==> config.mk <==
export PLATFORM = sky130hd
export DESIGN_NAME = spc700_addr_seq
export DESIGN_NICKNAME = d
export VERILOG_FILES = /design/src/rtl/spc700_addr_seq.sv
export SDC_FILE = /design/constraint.sdc
export NUM_CORES = 1
export LEC_CHECK = 0
export BUFFER_PORTS_ARGS = -buffer_cell sky130_fd_sc_hd__buf_2
export CORE_MARGIN = 2
export CORE_UTILIZATION = 36
export CTS_CLUSTER_SIZE = 12
export DETAILED_ROUTE_END_ITERATION = 10
export GPL_ROUTABILITY_DRIVEN = 0
export SETUP_SLACK_MARGIN = 0.05
export SYNTH_ARGS = -nofsm -noshare
export SYNTH_HDL_FRONTEND = slang
export SYNTH_SLANG_ARGS = --single-unit
export TNS_END_PERCENT = 1
==> constraint.sdc <==
create_clock -name CLK -period 2.45 [get_ports CLK]
set_input_delay 0.245 -clock CLK [delete_from_list [all_inputs] [get_ports CLK]]
set_output_delay 0.245 -clock CLK [all_outputs]
set_load 0.02 [all_outputs]
==> src/rtl/spc700_addr_seq.sv <==
// ---------------------------------------------------------------------------
// spc700_addr_seq
// Addressing-mode sequencer for the SPC700 address generator.
// The decoder hands over one addressing mode through a START/DONE handshake.
// The sequencer then walks through the mode's steps. On each step it drives
// the generator's ADDR_CTRL and LOAD_PC controls and picks the bus address
// source (PC or AX). A step advances only on cycles where EN=1.
//
// Ports:
//   CLK, RST_N   core clock; synchronous active-low reset
//   EN           core clock enable (a step executes only when EN=1)
//   START/MODE   request strobe and addressing mode (MODE latched on accept)
//   TAKEN        branch condition, sampled while mode 9 executes step 0
//   BUSY/DONE    sequence in progress / one-cycle completion pulse
//   ERR          qualifies DONE when the mode was reserved (12-15)
//   ADDR_CTRL    {AL ctrl, AH ctrl, mux select} to the address generator
//   LOAD_PC      PC load select to the address generator
//   BUS_SEL      0 = bus address is PC, 1 = bus address is AX
//   STEP         current step index (debug)
// ---------------------------------------------------------------------------
module spc700_addr_seq #(
    parameter logic B2B = 1'b1
) (
    input  logic       CLK,
    input  logic       RST_N,
    input  logic       EN,
    input  logic       START,
    input  logic [3:0] MODE,
    input  logic       TAKEN,
    output logic       BUSY,
    output logic       DONE,
    output logic       ERR,
    output logic [5:0] ADDR_CTRL,
    output logic [2:0] LOAD_PC,
    output logic       BUS_SEL,
    output logic [2:0] STEP
);

    typedef enum logic [1:0] {IDLE, RUN, FIN} state_t;

    // Step control words: {BUS_SEL, LOAD_PC[2:0], ADDR_CTRL[5:0]}
    localparam logic [9:0] C_DP  = 10'b0_001_100100; // AL<=D_IN, AH<=P
    localparam logic [9:0] C_IX  = 10'b0_000_010000; // AL<=AL+X (page wrap)
    localparam logic [9:0] C_IY  = 10'b0_000_010001; // AL<=AL+Y (page wrap)
    localparam logic [9:0] C_AL  = 10'b0_001_100000; // AL<=D_IN
    localparam logic [9:0] C_AH  = 10'b0_001_001000; // AH<=D_IN
    localparam logic [9:0] C_HC  = 10'b0_000_001100; // AH<=AH+carry
    localparam logic [9:0] C_P1  = 10'b1_000_110000; // pointer lo read, AL+1
    localparam logic [9:0] C_PX  = 10'b1_000_011010; // AL<=DR, AH<=D_IN
    localparam logic [9:0] C_PY  = 10'b1_000_011011; // AL<=DR+Y, AH<=D_IN
    localparam logic [9:0] C_F0  = 10'b0_001_000000; // operand fetch only
    localparam logic [9:0] C_JP  = 10'b0_010_000000; // PC<={D_IN,DR}
    localparam logic [9:0] C_BR  = 10'b0_011_000000; // PC<=PC+sext(DR)
    localparam logic [9:0] C_I16 = 10'b1_000_111100; // 16-bit AX+1
    localparam logic [9:0] C_JI  = 10'b1_010_000000; // PC<={D_IN,DR} via AX
    localparam logic [9:0] C_PC  = 10'b0_101_000000; // PC<={FF,AL}

    function automatic logic is_rsvd(input logic [3:0] m);
        return m[3] & m[2];
    endfunction

    // Index of the final step. For mode 9 this is the taken path; the
    // not-taken exit is handled separately at step 0.
    function automatic logic [2:0] last_step(input logic [3:0] m);
        case (m)
            4'd0:                      return 3'd0;
            4'd4, 4'd5, 4'd6, 4'd7:    return 3'd3;
            4'd10:                     return 3'd5;
            default:                   return 3'd1;
        endcase
    endfunction

    function automatic logic [9:0] step_ctrl(input logic [3:0] m, input logic [2:0] s);
        logic [9:0] c;
        c = '0;
        case (m)
            4'd0: c = C_DP;
            4'd1: c = (s == 3'd0) ? C_DP : C_IX;
            4'd2: c = (s == 3'd0) ? C_DP : C_IY;
            4'd3: c = (s == 3'd0) ? C_AL : C_AH;
            4'd4, 4'd5, 4'd10: begin
                case (s)
                    3'd0:    c = C_AL;
                    3'd1:    c = C_AH;
                    3'd2:    c = (m == 4'd5) ? C_IY : C_IX;
                    3'd3:    c = C_HC;
                    3'd4:    c = C_I16;
                    default: c = C_JI;
                endcase
            end
            4'd6: begin
                case (s)
                    3'd0:    c = C_DP;
                    3'd1:    c = C_IX;
                    3'd2:    c = C_P1;
                    default: c = C_PX;
                endcase
            end
            4'd7: begin
                case (s)
                    3'd0:    c = C_DP;
                    3'd1:    c = C_P1;
                    3'd2:    c = C_PY;
                    default: c = C_HC;
                endcase
            end
            4'd8:  c = (s == 3'd0) ? C_F0 : C_JP;
            4'd9:  c = (s == 3'd0) ? C_F0 : C_BR;
            4'd11: c = (s == 3'd0) ? C_AL : C_PC;
            default: c = '0;
        endcase
        return c;
    endfunction

    state_t     state_q, state_d;
    logic [3:0] mode_q,  mode_d;
    logic [2:0] step_q,  step_d;
    logic       busy_q,  busy_d;
    logic       done_q,  done_d;
    logic       err_q,   err_d;
    logic [9:0] ctrl_q,  ctrl_d;
    logic [2:0] stepo_q, stepo_d;

    always_comb begin
        state_d = state_q;
        mode_d  = mode_q;
        step_d  = step_q;
        case (state_q)
            IDLE: begin
                if (START && EN) begin
                    state_d = RUN;
                    mode_d  = MODE;
                    step_d  = '0;
                end
            end
            RUN: begin
                if (EN) begin
                    if (is_rsvd(mode_q)) begin
                        state_d = FIN;
                    end else if (mode_q == 4'd9 && step_q == 3'd0) begin
                        // The branch outcome is held as the step index: only
                        // the taken path ever reaches step 1.
                        if (TAKEN) step_d  = 3'd1;
                        else       state_d = FIN;
                    end else if (step_q == last_step(mode_q)) begin
                        state_d = FIN;
                    end else begin
                        step_d = step_q + 3'd1;
                    end
                end
            end
            FIN: begin
                state_d = IDLE;
                if (B2B && START && EN) begin
                    state_d = RUN;
                    mode_d  = MODE;
                    step_d  = '0;
                end
            end
            default: state_d = IDLE;
        endcase

        // Outputs are registered and computed from the next-state values.
        // They depend only on the sequencer state, never directly on the
        // inputs.
        busy_d  = (state_d == RUN);
        done_d  = (state_d == FIN);
        err_d   = done_d && is_rsvd(mode_d);
        ctrl_d  = busy_d ? step_ctrl(mode_d, step_d) : '0;
        stepo_d = busy_d ? step_d : '0;
    end

    always_ff @(posedge CLK) begin
        if (!RST_N) begin
            state_q <= IDLE;
            mode_q  <= '0;
            step_q  <= '0;
            busy_q  <= 1'b0;
            done_q  <= 1'b0;
            err_q   <= 1'b0;
            ctrl_q  <= '0;
            stepo_q <= '0;
        end else begin
            state_q <= state_d;
            mode_q  <= mode_d;
            step_q  <= step_d;
            busy_q  <= busy_d;
            done_q  <= done_d;
            err_q   <= err_d;
            ctrl_q  <= ctrl_d;
            stepo_q <= stepo_d;
        end
    end

    assign BUSY      = busy_q;
    assign DONE      = done_q;
    assign ERR       = err_q;
    assign BUS_SEL   = ctrl_q[9];
    assign LOAD_PC   = ctrl_q[8:6];
    assign ADDR_CTRL = ctrl_q[5:0];
    assign STEP      = stepo_q;

endmodule

# [After elaboration in Yosys (flattened, before gate mapping)]
# Cells that the tools add are included.
[totals] reg_bits=25 inputBits=9 output_inout_bits=16 wordCells=82
[op_classes] add_sub_neg=1 n_eq_ne=26 muxes=33 bitwise_logic=2 n_reduce_logical=12
[ops] op="10-bit case mux with 10 select lines" count=1
[ops] op="10-bit case mux with 3 select lines" count=2
[ops] op="10-bit case mux with 5 select lines" count=1
[ops] op="4-bit by 3-bit == test with 1-bit output, second input constant" count=8
[ops] op="3-bit 2-to-1 mux" count=10
[ops] op="4-bit == test, second input constant" count=6
[ops] op="8-bit 2-to-1 mux" count=2
[ops] op="7-bit 2-to-1 mux" count=2
[ops] op="2-bit 2-to-1 mux" count=6
[ops] op="9-bit 2-to-1 mux" count=1
[ops] op="3-bit case mux with 3 select lines" count=1
[ops] op="4-bit by 2-bit == test with 1-bit output, second input constant" count=2
[ops] op="4-bit zero test" count=2
[ops] op="4-bit 2-to-1 mux" count=2
[ops] op="3-bit by 2-bit == test with 1-bit output, second input constant" count=2
[ops] op="3-bit zero test" count=2
[ops] op="6-bit 2-to-1 mux" count=1
[ops] op="2-bit case mux with 3 select lines" count=1
[ops] op="3-bit case mux with 2 select lines" count=1
[ops] op="2-bit by 1-bit == test with 1-bit output, second input constant" count=2
[ops] op="2-bit == test, second input constant" count=2
[ops] op="4-bit by 1-bit == test with 1-bit output, second input constant" count=1
[ops] op="4-bit OR reduction" count=1
[ops] op="3-bit by 1-bit adder with 3-bit output, second input constant" count=1
[ops] op="10 further kinds" count=14

# [Depth between registers and ports, before layout]
[logic_depth] ltp_word=16 ltp_mapped=12 depth_no_buf=10

# [Worst setup path after synthesis]
# No wires, ideal clock.
[synth_path] kind="register to register" startpoint="register step_q[0]" endpoint="register ctrl_q[2]" setup_time_ps=70 t_arrival_ps=2236 required_ps=2380 setup_slack_ps=143 stages_incl_launch_ff=13 n_path_buf=2 period_less_slack_ps=2307 path_cell_list="dfxtp_1 clkbuf_1 inv_1 ha_1 nand3b_1 or4_1 a211oi_1 o22ai_1 o2bb2ai_1 buf_2 o21ai_0 a32oi_1 a21oi_1"
[synth_between] elab_chain_cells=9 word_cells_on_any_way=29 cone_classes="add/sub: 1; eq/ne: 6; mux: 18; reduce/logical: 4"
[synth_rtl] element="start: declaration" line_no="117" source="logic [2:0] step_q, step_d;"
[synth_rtl] element="start signal: assignment" line_no="186" source="step_q <= step_d;"
[synth_rtl] element="3-bit by 1-bit adder with 3-bit output (tied with other cells)" line_no="148" source="step_d = step_q + 3'd1;"
[synth_rtl] element="3-bit 2-to-1 mux or 1-bit logical AND (tied branches)" line_no="145, 140"
[synth_rtl] element="3-bit 2-to-1 mux" line_no="140" source="end else if (mode_q == 4'd9 && step_q == 3'd0) begin"
[synth_rtl] element="3-bit 2-to-1 mux" line_no="138" source="if (is_rsvd(mode_q)) begin"
[synth_rtl] element="3-bit 2-to-1 mux" line_no="137" source="if (EN) begin"
[synth_rtl] element="3-bit case mux with 2 select lines" line_no="128" source="case (state_q)"
[synth_rtl] element="3-bit == test (tied with other cells)" line_no="82" source="case (s)"
[synth_rtl] element="10-bit case mux with 5 select lines (tied with other cells)" line_no="82"
[synth_rtl] element="10-bit case mux with 10 select lines" line_no="76" source="case (m)"
[synth_rtl] element="end signal: assignment" line_no="190" source="ctrl_q <= ctrl_d;"
[synth_rtl] element="end: declaration" line_no="121" source="logic [9:0] ctrl_q, ctrl_d;"
# Several ways; a longest one is shown, not always the timed one.
# A chain may end at the register's enable or synchronous reset.

# [Final worst setup path]
[layout_path] startpoint="register mode_q[1]" endpoint="register ctrl_q[4]"
[layout_between] elab_chain_cells=16 word_cells_on_any_way=53 cone_classes="eq/ne: 23; mux: 23; reduce/logical: 7"
[layout_rtl] element="start: declaration" line_no="116" source="logic [3:0] mode_q, mode_d;"
[layout_rtl] element="start signal: assignment" line_no="185" source="mode_q <= mode_d;"
[layout_rtl] element="4-bit by 3-bit == test with 1-bit output" line_no="65" source="case (m)"
[layout_rtl] element="4-bit OR reduction" line_no="65"
[layout_rtl] element="3-bit case mux with 3 select lines" line_no="65"
[layout_rtl] element="3-bit 2-to-1 mux" line_no="140"
[layout_rtl] element="3-bit 2-to-1 mux" line_no="138"
[layout_rtl] element="3-bit 2-to-1 mux" line_no="137"
[layout_rtl] element="3-bit 2-to-1 mux" line_no="128"
[layout_rtl] element="3-bit == test" line_no="145" source="end else if (step_q == last_step(mode_q)) begin"
[layout_rtl] element="3-bit 2-to-1 mux" line_no="145"
[layout_rtl] element="3-bit 2-to-1 mux" line_no="140"
[layout_rtl] element="3-bit 2-to-1 mux" line_no="138"
[layout_rtl] element="3-bit 2-to-1 mux" line_no="137"
[layout_rtl] element="3-bit case mux with 2 select lines" line_no="128"
[layout_rtl] element="3-bit == test (tied with other cells)" line_no="82"
[layout_rtl] element="10-bit case mux with 5 select lines (tied with other cells)" line_no="82"
[layout_rtl] element="10-bit case mux with 10 select lines" line_no="76"
# Several ways; a longest one is shown, not always the timed one. The select of a mux whose other input is x is not followed.

==> run metrics <==
max-slew violation total from the final report=0; Critical Path Sink=ctrl_q[4]$_SDFF_PN0_; Slew Limit Headroom=0.543; # placed instances=~270; post-synthesis xor/xnor area fraction=0.0119; cells after synthesis=180; hpwl dp=roughly 2.9 mm; Final nets=between 200 and 250; clk_lat worst skew=around 0.28 ns; mux cell area share after synthesis=0.0467; area grow syn2layout=43.1%; # clock sinks=25; Post-synth EDFFs=0; Antenna Diode Count=0; drt drc=0; first-pass GRT wire length=around 6.5 mm; Post-synth ARST share=0; share of the synthesized area in the top cell type=0.340; Hold Buf Count CTS=0; R2R cell count=9; flop and latch count out of synthesis=25; min-delay worst type=input port to flip-flop; required time worst endpoint=~2.7 ns; die height=~68 um; Post-Synth Adder-Cell Area=0.0170; CTS Root Cell=clkbuf_8; die area=4620 um2; P per Cell Area=around 420 nW/um2; violated checks=negative setup slack; cell taking the most area after synthesis=dfxtp_1; largest net degree at the start of global routing=15; number of routed nets with antenna violations=0; Reg2Reg Setup Slack=-0.04 ns; TritonCTS clock tree=built; Synth Flop Type=dfxtp_1; DRT Pass-1 Iters=4; Crit Path Category=flip-flop to flip-flop; startpoint types=flip-flop; Fin. Hold Viols=0; FP Rows=23; worst r2r dst=ctrl_q[4]$_SDFF_PN0_; fraction of layout cells with a size suffix above 1=0.427; post-layout min period=~2.5 ns; CP startpoint=mode_q[1]$_SDFF_PN0_; max cap viols=0; antenna violations before repair=0; via/cell ratio=between 5 and 6; count of cell types in the netlist=56; final WL=roughly 4.1 mm; Period Utilization, post-route=1.02; Max Clock Freq=about 0.40 GHz; Worst-path clk slew=roughly 0.090 ns; status=finished, violations left; Most Frequent Cell on Critical Path=buf_4; PortBufs=24; critical path's largest stage delay=between 0.5 and 0.6 ns; largest family of logic cells by synthesized area=simple AND/OR/NAND/NOR gates; Worst VDD drop=0.202 mV; Synth area leaders=dfxtp_1 34%, nor2_1 5.1%, nand2_1 4.8%; Leakage=~0.93 nW; detailed-route wire length per cell=roughly 15 um; Critical Path End Type=flip-flop; total CTS buffers=3; RSZ-0062 raised after global routing=yes; worst-path cell chain=buf_4, nand3b_1, or4_4, a211oi_4, o22ai_2, o2bb2ai_4, and3_4, buf_4, a311oi_2; sequential share of the synthesized area=0.340; final number of setup-violating endpoints=3; die width=68.0 um; GRT Residual Overflow=0; min setup slack post-route=-0.0397 ns; routed vias=~1500; syn_area_per_cell=8.18 um2; Synth Cell Area=1470 um2; initial core utilization=0.371; Post-Synth Simple-Gate Area=0.285; Arr. time, crit path=about 2.7 ns; RR Startpoint=mode_q[1]$_SDFF_PN0_; clk_skew=just under 0.004 ns; Synth Area in Compound Gates=0.260; Pwr Total=0.000889 W; commonest non-fill, non-tap cell in the layout=buf_4; Ys Warns=0; measured slew at the worst slew-check pin=~0.67 ns; H-tree depth=1; post-synth net total=roughly 190; total core area=3970 um2; Final Util=0.531; Worst Path Max Fanout=6; Crit-path slowest cell=or4_4; Longest Clk Path Bufs=2; First DRT Iteration DRCs=~110; I/O pin count=25; setup TNS=-0.0723 ns; most frequent cells in the layout=25 x buf_4, 24 x buf_2, 22 x dfxtp_1; number of global-route vias before repair=between 1000 and 1500; dpl ws=-0.130 ns; Global Route Usage Sum=0.186; non-filler cells, final=between 200 and 300
==> final cells by class <==
type	count	area [um2]
clock buffer	3	41.3
clock inverter	1	5.00
sequential	25	507
fill	376	1860
timing repair buffer	53	357
tap	50	62.6
inverter	8	32.5
multi-input combinational	142	1100
==> worst max-delay path: cells and delay by family (launching register included) <==
family                 cells  cell delay, ns
DFF                        1            0.34
buffers and inverters      2            0.27
AOI/OAI and AO/OA          4            0.74
and+or+nand+nor            3            1.06
==> worst min-delay path by stage <==
stage / from / to / slack, ns / depth (start not counted)
floorplan: RST_N / state_q[0]$_SDFF_PN0_ / 0.39 / 2
global placement: RST_N / DONE$_SDFF_PN0_ / 0.57 / 2
detailed placement: RST_N / BUSY$_SDFF_PN0_ / 0.57 / 3
CTS: EN / DONE$_SDFF_PN0_ / 0.28 / 2
global route: EN / DONE$_SDFF_PN0_ / 0.29 / 2
finish: EN / DONE$_SDFF_PN0_ / 0.28 / 2
==> logic make-up after synthesis <==
kind of cell	after synthesis
AO/OA/AOI/OAI	56
buffers and inverters	13
adder cells (fa/ha/maj)	2
XOR/XNOR	2
flip-flops	25
multiplexers	6
AND/OR/NAND/NOR	76
==> power breakdown <==
part	internal [W]	switching (W)	leakage, nW	total [W]
Combinational	0.0000952	0.000119	0.699	0.000214
Clock	0.000114	0.000137	0.0255	0.000251
Sequential	0.000416	0.00000707	0.204	0.000423
Total	0.000626	0.000263	0.928	0.000889
==> stage by stage <==
stage	hold slack, ns	area [um2]
detailed placement	0.570	1800
global placement	0.567	1800
finish	0.281	2110
CTS	0.275	1890
floorplan	0.386	1470
global route	0.293	2110
==> cell usage after synthesis (2+ instances only) <==
cell and count:
a211oi_1 2, a21boi_1 2, a21oi_1 9, a22oi_1 3, and2_1 2, and3_1 2
and4_1 2, clkbuf_1 3, dfxtp_1 25, ha_1 2, inv_1 8, mux2i_1 4
nand2_1 19, nand2b_1 4, nand3_1 5, nand3b_1 3, nor2_1 20, nor2b_1 4
nor3_2 2, o21ai_0 13, o21ai_1 5, o21ai_2 3, o21bai_1 3, o22ai_1 2
or4_1 2
==> flip-flops by register name (all words and copies together), names as in the netlist <==
signal and flops:
BUSY 1, DONE 1, ERR 1, STEP 3, ctrl_q 10, mode_q 4, state_q 2, step_q 3
==> metal layers <==
layer / wire length, um / track usage / vias up
li1: - / - / 759
met1: 1970 / 0.261 / 705
met2: 1960 / 0.297 / 37
met3: 135 / 0.0115 / 5
met4: 66 / 0.0675 / 0
met5: 0 / 0 / -
==> what timing repair did <==
| action | in CTS | in global routing |
|---|---|---|
| resized for setup | 6 | 41 |
| setup buffers | 2 | 4 |
| setup endpoints to repair | 9 | 10 |
| pin swaps | 1 | 16 |
No activity file was read; power rests on OpenSTA's default activity.
